<file path="config.mk">
export PLATFORM = sky130hd
export DESIGN_NAME = poly_bank_reader
export DESIGN_NICKNAME = d
export VERILOG_FILES = /design/src/rtl/poly_bank_reader.sv
export SDC_FILE = /design/constraint.sdc
export NUM_CORES = 1
export LEC_CHECK = 0
export CORE_ASPECT_RATIO = 0.8
export CORE_MARGIN = 10
export CORE_UTILIZATION = 50
export CTS_CLUSTER_DIAMETER = 150
export CTS_CLUSTER_SIZE = 10
export DETAILED_ROUTE_END_ITERATION = 10
export PLACE_DENSITY_LB_ADDON = 0.08
export SKIP_CTS_REPAIR_TIMING = 1
export SYNTH_ARGS = -nofsm -noshare
export SYNTH_HDL_FRONTEND = slang
export SYNTH_SLANG_ARGS = --single-unit
</file>
<file path="constraint.sdc">
create_clock -name clk -period 18.5 [get_ports clk]
set_input_delay 1.85 -clock clk [delete_from_list [all_inputs] [get_ports clk]]
set_output_delay 1.85 -clock clk [all_outputs]
set_load 0.02 [all_outputs]
</file>
<file path="src/rtl/poly_bank_reader.sv">
`default_nettype none
// ============================================================================
// Module   : poly_bank_reader
// Purpose  : Streams all NBANK*DEPTH coefficients out of a set of banked
//            memories in index order n = 0..NBANK*DEPTH-1, where
//            bank = n mod NBANK and addr = n / NBANK. Read data returns one
//            cycle after the strobe, lands in a 2-entry FIFO and leaves over
//            a valid/ready output interface.
// Ports    : clk, rst     - clock, synchronous active-high reset
//            start        - one-cycle readout request (honoured in IDLE only)
//            rd_en        - bank read strobe
//            rd_bank      - bank select for the read
//            rd_addr      - word address within the bank
//            rd_data      - bank read data, valid one cycle after rd_en
//            out_data     - coefficient word
//            out_valid    - out_data valid
//            out_ready    - sink accepts the word
//            out_index    - coefficient index of out_data
//            out_last     - out_data carries the final index
//            busy         - readout in progress (READ or DRAIN)
//            done         - one-cycle pulse after the final handshake
// Revision : 1.0 - initial release
// ============================================================================
module poly_bank_reader #(
  parameter int DW    = 256,
  parameter int NBANK = 8,
  parameter int DEPTH = 128
) (
  input  logic                           clk,
  input  logic                           rst,
  input  logic                           start,
  output logic                           rd_en,
  output logic [$clog2(NBANK)-1:0]       rd_bank,
  output logic [$clog2(DEPTH)-1:0]       rd_addr,
  input  logic [DW-1:0]                  rd_data,
  output logic [DW-1:0]                  out_data,
  output logic                           out_valid,
  input  logic                           out_ready,
  output logic [$clog2(NBANK*DEPTH)-1:0] out_index,
  output logic                           out_last,
  output logic                           busy,
  output logic                           done
);

  localparam int BW = $clog2(NBANK);
  localparam int AW = $clog2(DEPTH);
  localparam int NW = BW + AW;

  // NBANK and DEPTH are powers of two, so the final index is all ones and
  // both index counters wrap back to zero on their own after the last word.
  localparam logic [NW-1:0] LAST_N = '1;

  typedef enum logic [1:0] {
    IDLE  = 2'd0,
    READ  = 2'd1,
    DRAIN = 2'd2
  } state_t;

  state_t          state_q;
  logic [NW-1:0]   rd_n_q;        // index of the next read to issue
  logic [NW-1:0]   out_n_q;       // index of the word at the FIFO head
  logic            inflight_q;    // a read was issued last cycle
  logic [1:0]      fifo_cnt_q;
  logic            fifo_wptr_q;
  logic            fifo_rptr_q;
  logic [DW-1:0]   fifo_mem_q [2];
  logic            done_q;

  logic            pop;
  logic [1:0]      occ_after;

  assign out_valid = (fifo_cnt_q != 2'd0);
  assign pop       = out_valid & out_ready;

  // Occupancy the FIFO will hold after this edge, counting the read that is
  // already in flight. Crediting this cycle's pop lets a read issue every
  // cycle while the sink keeps up, while still never overfilling two slots.
  assign occ_after = fifo_cnt_q + {1'b0, inflight_q} - {1'b0, pop};

  // The first read goes out in the same cycle start is seen, which is what
  // puts the first word on the output two cycles after start.
  always_comb begin
    rd_en = 1'b0;
    if (!rst && (occ_after < 2'd2)) begin
      rd_en = (state_q == READ) || ((state_q == IDLE) && start);
    end
  end

  assign rd_bank   = rd_n_q[BW-1:0];
  assign rd_addr   = rd_n_q[NW-1:BW];
  assign out_data  = fifo_mem_q[fifo_rptr_q];
  assign out_index = out_n_q;
  assign out_last  = out_valid && (out_n_q == LAST_N);
  assign busy      = (state_q != IDLE);
  assign done      = done_q;

  // Controller, counters and FIFO bookkeeping.
  always_ff @(posedge clk) begin
    if (rst) begin
      state_q     <= IDLE;
      rd_n_q      <= '0;
      out_n_q     <= '0;
      inflight_q  <= 1'b0;
      fifo_cnt_q  <= 2'd0;
      fifo_wptr_q <= 1'b0;
      fifo_rptr_q <= 1'b0;
      done_q      <= 1'b0;
    end else begin
      done_q     <= 1'b0;
      inflight_q <= rd_en;
      fifo_cnt_q <= occ_after;

      if (rd_en) begin
        rd_n_q <= rd_n_q + NW'(1);
      end
      if (inflight_q) begin
        fifo_wptr_q <= ~fifo_wptr_q;
      end
      if (pop) begin
        fifo_rptr_q <= ~fifo_rptr_q;
        out_n_q     <= out_n_q + NW'(1);
      end

      case (state_q)
        IDLE: begin
          if (start) begin
            state_q <= READ;
          end
        end
        READ: begin
          if (rd_en && (rd_n_q == LAST_N)) begin
            state_q <= DRAIN;
          end
        end
        DRAIN: begin
          if (pop && out_last) begin
            state_q <= IDLE;
            done_q  <= 1'b1;
          end
        end
        default: begin
          state_q <= IDLE;
        end
      endcase
    end
  end

  // Data storage carries no reset; validity is tracked by fifo_cnt_q.
  always_ff @(posedge clk) begin
    if (inflight_q) begin
      fifo_mem_q[fifo_wptr_q] <= rd_data;
    end
  end

endmodule
`default_nettype wire

</file>
## Yosys cells after proc, flatten, opt, wreduce, memory -nomap -nowiden

Memory sizes are Yosys's and may differ from the RTL's. A register that Yosys moved wholly into a read port is not among the register bits.
Cells that the tools add are included.

| storage, ports and cells | value |
|---|---|
| flip-flop bits (word level) | 28 |
| bits in latches | 0 |
| bits in writable memories | 512 |
| bits in read-only memories | 0 |
| bits of input ports | 260 |
| output and inout port bits | 281 |
| memories | 1 |

Memories:

| name | words | width | read ports | clocked after memory_dff | wr ports | line | RTL |
|---|---|---|---|---|---|---|---|
| fifo_mem_q | 2 | 256 | 1 | 1 | 1 | 66 | `logic [DW-1:0] fifo_mem_q [2];` |

| operators by class | value |
|---|---|
| add/sub/neg operators | 4 |
| multipliers | 0 |
| div/mod/pow operators | 0 |
| magnitude comparators | 1 |
| eq/ne operators | 7 |
| shift-type cells | 0 |
| muxes and demuxes | 10 |
| bitwise logic cells | 4 |
| reductions and logical operators | 12 |

Operators by type and width:

| kind | count |
|---|---|
| $add 10x1->10 const B | 2 |
| $eq 10x10->1 const B | 2 |
| $mux 1 | 6 |
| $mux 2 | 3 |
| $pmux 2 s3 | 1 |
| $logic_and 1x1->1 | 5 |
| $ne 2x2->1 const B | 2 |
| $reduce_bool 2->1 | 2 |
| $not 1->1 | 3 |
| $reduce_and 3->1 | 1 |
| $add 2x1->2 | 1 |
| $eq 2x1->1 const B | 1 |
| $eq 2x2->1 const B | 1 |
| $logic_not 2->1 | 1 |
| $lt 2x2->1 const B | 1 |
| $ne 2x1->1 const B | 1 |
| $reduce_or 2->1 | 1 |
| $sub 2x1->2 | 1 |
| $and 1x1->1 | 1 |
| $logic_not 1->1 | 1 |
| $logic_or 1x1->1 | 1 |

## Logic depth before layout (Yosys ltp)

| logic depth | value |
|---|---|
| depth after elaboration | 9 |
| depth in mapped cells | 10 |
| gate-level depth less buffers | 8 |

## Worst setup path before layout

No wires, ideal clock.

| path | value |
|---|---|
| path kind | reg-to-reg |
| start point | register fifo_wptr_q |
| end point | memory fifo_mem_q[0][0] (enable) |
| setup time | 908 ps |
| arrival time | 11608 ps |
| data required time | 17592 ps |
| setup slack | 5984 ps |
| stages on the path, launching flop included | 2 |
| buffers on the path | 0 |
| period minus slack after synthesis | 12516 ps |
| path through | dfxtp_1 > nor2b_1 |

RTL lines:

| what | line | RTL |
|---|---|---|
| from (decl) | 64 | `logic fifo_wptr_q;` |
| from (signal assigned) | 117 | `fifo_wptr_q <= ~fifo_wptr_q;` |
| to (decl) | 66 |  |

Straight into the memory's write port.

==> results_dict.tcl <==
set metrics [dict create \
    worst_pin_slew_ns 1.08 \
    synthMostInstantiatedCell "edfxtp_1" \
    synth_top_area_cell "edfxtp_1" \
    r2r_start "inflight_q" \
    rsz0062_at_grt "no" \
    arrival_ns 4.20 \
    dp.cells 1981 \
    crit_type "flop to primary output" \
    cp.required_ns 16.65 \
    grt_max_degree 79 \
    antenna_found_initial 21 \
    ys_seq_elements 541 \
    synth.yosys.seq_area_share_pct 81.1 \
    detail_route.wl_per_cell_um 26.1 \
    max_cap_viol_count 0 \
    fin_total_pwr_mw 4.11 \
    power_density_mw_per_mm2 151 \
    clk_latency_ns 0.56 \
    p_leak_nw 9.00 \
    tns_ns 0 \
    ys.flop_type "edfxtp_1" \
    htree_levels 2 \
    yosysTopAreaCellShare_pct 78.1 \
    ant_nets 0 \
    ys.warnings.count 0 \
    synth.top_cells.by_area "edfxtp_1, mux2_2, dfxtp_1" \
    outcome "complete, no violations" \
    via_per_inst 5.23 \
    drive_above_1_share_pct 22.3 \
    netlist_area_sq_mm 0.0197 \
    finalCritPeriodShare_pct 32.7 \
    port_buffers 540 \
    stdcell_area_sq_mm 0.0273 \
    hold_path.class "flop to flop" \
    cts_sinks 541 \
    num_rows 64 \
    grt_pass1_vias 11531 \
    cp-end-kind "primary output" \
    cts_buffer_depth 3 \
    synth_fp_nets 1200 \
    grt_first_pass_wirelength_um 76200 \
    grt_use_total_pct 21.6 \
    area_growth_pct 38.6 \
    synth_edf_count 512 \
    drtIter0Drc 699 \
    ios 541 \
    clock-root-buffer "clkbuf_16" \
    syn_inst 936 \
    start_util_pct 51.0 \
    hp-start "state_q[0]" \
    synthTopCellsByCount "edfxtp_1, mux2_2, dfxtp_1" \
    placed_area_sq_mm 0.0257 \
    dieWidth_um 242 \
    relSlewSlack_pct 28.0 \
    report.final.slew_viol_count 0 \
    synth_cell_types 38 \
    via_count 10815 \
    fp.dieArea_sq_mm 0.0478 \
    hold_viol_final 0 \
    period_needed_ns 6.05 \
    clk_pin_slew_ns 0.05 \
    overflow 0 \
    start_kind "flop" \
    finalWirelength_um 54000 \
    syn_avg_cell_area_sq_um 21.0 \
    async_flop_share_pct 0 \
    cts_buffers 60 \
    dr.pass1.iters 6 \
    nNetsFinal 1779 \
    ir_worst_vdd_uv 91.1 \
    routabilityCongestion 0.818 \
    max_freq_mhz 165 \
    finalClockSkew_ns 0.00940 \
    cts_tree "built" \
    chipHeight_um 197 \
    dpl.hpwl_um 38900 \
    core_area_sq_mm 0.0386 \
    stdcell_count 2068 \
    finalSetupViolations 0 \
    crit_fanout 68 \
    drcViolationCount 0 \
]
==> state kept, by name, indices dropped and copies added, names as in the netlist, named ones only <==
register     cells
done             1
fifo_cnt_q       2
fifo_mem_q     512
fifo_rptr_q      1
fifo_wptr_q      1
inflight_q       1
out_index       10
rd_n_q          10
state_q          2
==> worst max-delay path: stages (launching register included) <==
cell	delay [ns]
dfxtp_4	0.87
buf_4	0.78
buf_4	0.84
mux2_2	0.42
clkdlybuf4s50_1	0.58
==> final timing paths <==
kind	endpoint	slack (ns)	cells after the start
worst max-delay path	out_data[33]	12.45	4
worst min-delay path	done	0.51	1
worst max register to register	fifo_mem_q[1][48]	15.09	3
worst min register to register	done	0.51	1
==> area by class of cell <==
type	instances	area, sq um
Sequential cell	541	16000
Fill cell	2595	11300
Timing Repair Buffer	550	5480
Multi-Input combinational cell	357	3560
Clock buffer	71	1560
Tap cell	528	661
Antenna cell	15	37.5
Inverter	5	18.8
Clock inverter	1	8.76
==> cells in the final DEF, fill, tap and decap left out, types with 2 or more instances in the layout <==
cell             instances
clkdlybuf4s50_1        540
edfxtp_1               512
mux2_2                 256
clkbuf_16               61
dfxtp_1                 28
nor2_1                  16
diode_2                 15
clkbuf_1                10
buf_4                   10
o21ai_0                  9
xnor2_1                  9
or3_1                    8
a21oi_1                  8
inv_1                    5
nand2_1                  5
nand4_1                  4
nand3_1                  4
nor3_1                   4
ha_1                     4
or2_2                    3
xor2_1                   3
and3_2                   2
and3_1                   2
nor2b_1                  2
mux2i_1                  2
==> per-stage QoR <==
stage / utilization [%] / worst slack, ns / hold slack, ns
after floorplan: - / 5.98 / 0.440
after global placement: 66.5 / 12.45 / 0.475
after detailed placement: 66.5 / 12.44 / 0.482
after CTS: 70.6 / 12.32 / 0.503
after global routing: 70.7 / 12.20 / 0.529
final: 70.7 / 12.45 / 0.515
==> cell families after synthesis <==
logic type	synth area share [%]
muxes	14.7
xor gates and xnor gates	0.655
AOI/OAI and AO/OA	0.591
and+or+nand+nor	1.78
adders and majority gates	0.254
buffers and inverters	0.922
DFF	81.1
==> power breakdown <==
group          internal (mW)  switching (mW)  total [mW]
clock network          0.581           0.416       0.997
logic                  0.659           0.774        1.43
registers               1.61          0.0699        1.68
total                   2.85            1.26        4.11
==> per-layer routing <==
| metal | track usage, % | up-vias | wire, um |
|---|---|---|---|
| met1 | 23.7 | 5457 | 19500 |
| met2 | 37.1 | 402 | 27800 |
| li1 | - | 4847 | - |
| met4 | 7.49 | 16 | 1400 |
| met5 | 0 | - | 102 |
| met3 | 9.20 | 93 | 5260 |
Note: power is estimated with default switching activity, not from simulation.
